--- src/rtl/pxs_mux_n.sv ---
// N-channel pixel-stream multiplexer with a registered output and an optional
// frame-synchronous switching mode that defers selection changes to the next vsync edge.
module pxs_mux_n #(
   parameter int N_CH      = 4,
   parameter int STR_W     = 26,
   parameter int VSYNC_BIT = 25,
   parameter int VSYNC_POL = 1,
   parameter int SEL_W     = 3
) (
   input  logic                    px_clk,
   input  logic                    reset_n,
   input  logic [N_CH*STR_W-1:0]   RGBStr_i,
   input  logic [SEL_W-1:0]        sel_i,
   input  logic                    frame_sync_i,
   output logic [STR_W-1:0]        RGBStr_o,
   output logic [SEL_W-1:0]        active_sel_o,
   output logic                    pending_o,
   output logic                    switch_done_o
);

   localparam int             N_SLOT = 2**SEL_W;
   localparam logic [SEL_W:0] N_CH_L = (SEL_W+1)'(N_CH);
   localparam logic           VS_ACT = 1'(VSYNC_POL);

   typedef enum logic {S_IDLE, S_WAIT} state_t;

   state_t             state_reg, state_next;
   logic [SEL_W-1:0]   active_sel_reg, pending_sel_reg, pending_sel_next, sel_eff;
   logic               vs_prev_reg, vs_next, done_reg, commit_pulse;
   logic [STR_W-1:0]   data_reg;
   logic [STR_W-1:0]   ch_data [N_SLOT];
   logic               req_valid, new_req, vs_now, frame_start;

   // Slots beyond N_CH read as zero so the selector can index every code safely.
   generate
      for (genvar gi = 0; gi < N_SLOT; gi++) begin : g_ch
         if (gi < N_CH) begin : g_used
            assign ch_data[gi] = RGBStr_i[gi*STR_W +: STR_W];
         end else begin : g_unused
            assign ch_data[gi] = '0;
         end
      end
   endgenerate

   assign req_valid   = ({1'b0, sel_i} < N_CH_L);
   assign new_req     = req_valid && (sel_i != active_sel_reg);
   assign vs_now      = ch_data[active_sel_reg][VSYNC_BIT] ~^ VS_ACT;
   assign frame_start = vs_now && !vs_prev_reg;
   // Edge history follows the channel that will be on the output after this edge.
   assign vs_next     = ch_data[sel_eff][VSYNC_BIT] ~^ VS_ACT;

   always_ff @(posedge px_clk) begin
      if (!reset_n) begin
         state_reg       <= S_IDLE;
         active_sel_reg  <= '0;
         pending_sel_reg <= '0;
         vs_prev_reg     <= 1'b0;
         data_reg        <= '0;
         done_reg        <= 1'b0;
      end else begin
         state_reg       <= state_next;
         active_sel_reg  <= sel_eff;
         pending_sel_reg <= pending_sel_next;
         vs_prev_reg     <= vs_next;
         data_reg        <= ch_data[sel_eff];
         done_reg        <= commit_pulse;
      end
   end

   always_comb begin
      state_next       = state_reg;
      pending_sel_next = pending_sel_reg;
      sel_eff          = active_sel_reg;
      commit_pulse     = 1'b0;
      if (!frame_sync_i) begin
         // Leaving frame mode flushes any waiting request at this edge.
         state_next = S_IDLE;
         if (new_req)
            sel_eff = sel_i;
         else if (state_reg == S_WAIT)
            sel_eff = pending_sel_reg;
      end else begin
         case (state_reg)
            S_IDLE: begin
               if (new_req) begin
                  if (frame_start) begin
                     sel_eff      = sel_i;
                     commit_pulse = 1'b1;
                  end else begin
                     state_next       = S_WAIT;
                     pending_sel_next = sel_i;
                  end
               end
            end
            S_WAIT: begin
               if (frame_start) begin
                  sel_eff      = new_req ? sel_i : pending_sel_reg;
                  commit_pulse = (sel_eff != active_sel_reg);
                  state_next   = S_IDLE;
               end else if (req_valid && !new_req) begin
                  state_next = S_IDLE;
               end else if (new_req) begin
                  pending_sel_next = sel_i;
               end
            end
            default: state_next = S_IDLE;
         endcase
      end
   end

   always_comb begin
      RGBStr_o      = data_reg;
      active_sel_o  = active_sel_reg;
      pending_o     = (state_reg == S_WAIT);
      switch_done_o = done_reg;
   end

endmodule

--- config.mk ---
export PLATFORM = sky130hd
export DESIGN_NAME = pxs_mux_n
export DESIGN_NICKNAME = d
export VERILOG_FILES = /design/src/rtl/pxs_mux_n.sv
export SDC_FILE = /design/constraint.sdc
export NUM_CORES = 1
export LEC_CHECK = 0
export CAP_MARGIN = 15
export CORE_ASPECT_RATIO = 0.75
export CORE_MARGIN = 2
export CORE_UTILIZATION = 37
export CTS_BUF_LIST = sky130_fd_sc_hd__clkbuf_16
export CTS_CLUSTER_SIZE = 8
export DETAILED_ROUTE_END_ITERATION = 16
export GPL_ROUTABILITY_DRIVEN = 1
export PLACE_DENSITY = 0.77
export SLEW_MARGIN = 20
export SYNTH_ARGS = -nofsm -noshare
export SYNTH_HDL_FRONTEND = slang
export SYNTH_SLANG_ARGS = --single-unit
--- constraint.sdc ---
create_clock -name px_clk -period 2.7 [get_ports px_clk]
set_input_delay 0.405 -clock px_clk [delete_from_list [all_inputs] [get_ports px_clk]]
set_output_delay 0.405 -clock px_clk [all_outputs]
set_load 0.02 [all_outputs]
==> results.ini <==
[clock_tree]
path_clk_slew_ns = 0.06
cts_buffers = 5
post_cts_resized = 0
clkSinkCount = 34
cts.htree.levels = 2
root_buffer = clkbuf_16
ctsHoldBuffers = 0
insertion_delay_ns = 0.27
post_cts_buffers = 0
clockBufferDepth = 2
cts_tree = done

[yosys]
synth_edf_count = 0
yosysSeqAreaShare = 0.305
synthesis.instances = 216
synthArstFlopShare = 0
synth_cell_type_count = 49
syn-cell-area_mm2 = 0.00223
syn_area_per_cell_um2 = 10.3
syn_nets = 326
ys.warnings.count = 0
synthFlopType = dfxtp_1
synth-seq-cells = 34

[placed_design]
dp_slack_ns = -0.0639
hpwl_um = 6000
port-buffer-count = 140
placed_cells = 441
place_area_mm2 = 0.00385
gp_congestion = 0.953

[worst_setup_path]
cp-end-kind = register
worstSetupPathType = in2reg
start_kind = primary input
cp_max_fo = 11
critical_path_arrival_ns = 2.67
ff2ff_path_depth = 7
required_ns = 2.85

[final_layout]
area_delta_synth_final_pct = 78.9
final_net_count = 480
fillers = 481
num_antenna_cells = 0
stdcell_count = 449
post_route_cells_drive_above_1_share = 0.164
final_area_mm2 = 0.00399
largest_reg_flops = 25

[floorplan]
initial_core_util = 0.383
die_w_um = 93.7
die_y_um = 71.2
die-area_mm2 = 0.00667
core_mm2 = 0.00583
rows = 24
io_pins = 141

[hold_path]
hold_depth = 2
hp-class = reg2reg

[sta]
tightest_slew_ns = 0.423
finalSetupTns_ns = 0
slew_headroom = 0.717
rsz0062_at_grt = no
hold_violations = 0
layout_setup_ws_ns = 0.177
setup_viol = 0
fin_skew_ns = 0.00525
finalCritPeriodShare = 0.934
holdWs_ns = 0.457
final_max_slew_viol_count = 0
max_freq_ghz = 0.396
fin_crit_ns = 2.52

[routing]
route.detailed.drc = 0
final_antenna_net_count = 0
drtPass1Iterations = 4
avgViaCountPerCell = 5.12
routed_wl_um = 7390
dr_total_vias = 2297
drt_iter0_drc = 111
avgRoutedWirePerCell_um = 16.5

[flow_run]
maxCapViolCount = 0

[global_route]
antenna_found_initial = 0
grt_usage = 0.220
grt_pass1_vias = 2281
grt-ovfl-total = 0
grt_pass1_wl_um = 11600
grt_max_degree = 27

[power]
vdd_drop_max_uv = 344
powerDensity_mw_per_mm2 = 547
cellLeakagePower_nw = 1.72

[run_status]
status = completed

critical path, stage by stage:
cell             delay [ns]
clkdlybuf4s50_1        0.46
xnor2_2                0.39
o221a_1                0.25
a221oi_1               0.07
buf_4                  0.16
a211oi_4               0.21
buf_4                  0.21
buf_12                 0.16
mux2i_1                0.24
o22ai_2                0.10
routing by layer:
metal  up-vias  GRT usage  routed length (um)  part of all wire
met4         0     0.0419                  79             0.011
met2       105      0.372                3550              0.48
met1      1059      0.282                3120              0.42
met5         -          0                   0                 0
li1       1127          -                   -                 -
met3         6     0.0683                 646             0.087
area by class of cell:
cell class | count | area, um^2 | area share
Timing Repair Buffer | 163 | 1650 | 0.413
Inverter | 7 | 26.3 | 0.00659
Sequential cell | 34 | 681 | 0.171
Tap cell | 78 | 97.6 | 0.0245
Multi-Input combinational cell | 159 | 1400 | 0.350
Clock buffer | 5 | 125 | 0.0314
Clock inverter | 3 | 16.3 | 0.00408
path summary, 6_finish.rpt:
check | start | to | slack (ns)
min reg2reg | pending_sel_reg[2] | pending_sel_reg[2] | 0.46
min | pending_sel_reg[2] | pending_sel_reg[2] | 0.46
max | sel_i[1] | RGBStr_o[20] | 0.18
max reg2reg | active_sel_o[1] | vs_prev_reg | 0.22
kinds of logic (layout without fill, tap and decap cells):
kind of cell	after synthesis	after routing	synth area share
AO/OA/AOI/OAI	57	57	0.247
XOR/XNOR	4	4	0.0191
buffers and inverters	23	178	0.0763
flip-flops	34	34	0.305
multiplexers	58	58	0.265
AND/OR/NAND/NOR	40	40	0.0881
report_power, final:
part	switching, mW	internal (mW)
Clock	0.209	0.336
Combinational	0.447	0.572
Sequential	0.0395	0.579
cell usage in the layout, fill, tap and decap left out, types with 2 or more instances in the layout:
master,Yosys,routed
dfxtp_1,34,34
nor2_1,15,15
a21o_1,2,2
a31o_1,2,2
mux2i_1,56,56
a21oi_1,4,4
buf_4,2,17
nand3_1,2,2
inv_1,6,6
xnor2_1,3,3
mux2_4,2,2
nor2b_1,3,3
and2_1,2,2
clkdlybuf4s50_1,0,140
o22ai_1,6,6
clkbuf_16,0,5
nand2_1,10,10
o22ai_2,20,20
a221oi_1,2,2
o21ai_0,2,2
buf_12,0,6
nor3_1,3,3
cell usage after synthesis, types with 2 or more instances:
master	count	area share
nor3_1	3	0.0067
nand2_1	10	0.017
nor2b_1	3	0.0084
a21o_1	2	0.0067
nor2_1	15	0.025
buf_4	2	0.0067
xnor2_1	3	0.012
a221oi_1	2	0.0079
buf_6	8	0.040
buf_2	4	0.0090
nand3_1	2	0.0045
o22ai_2	20	0.11
a31o_1	2	0.0079
and2_1	2	0.0056
mux2_4	2	0.013
o21ai_0	2	0.0045
a21oi_1	4	0.0090
inv_1	6	0.010
o22ai_1	6	0.017
mux2i_1	56	0.25
dfxtp_1	34	0.31
metrics by stage:
step / util / power [mW]
after floorplan: - / 1.20
after global placement: 0.661 / 1.63
after detailed placement: 0.661 / 1.65
after CTS: 0.685 / 2.20
after global routing: 0.685 / 2.29
final: 0.685 / 2.18
Power figures use the tool's default switching activity.
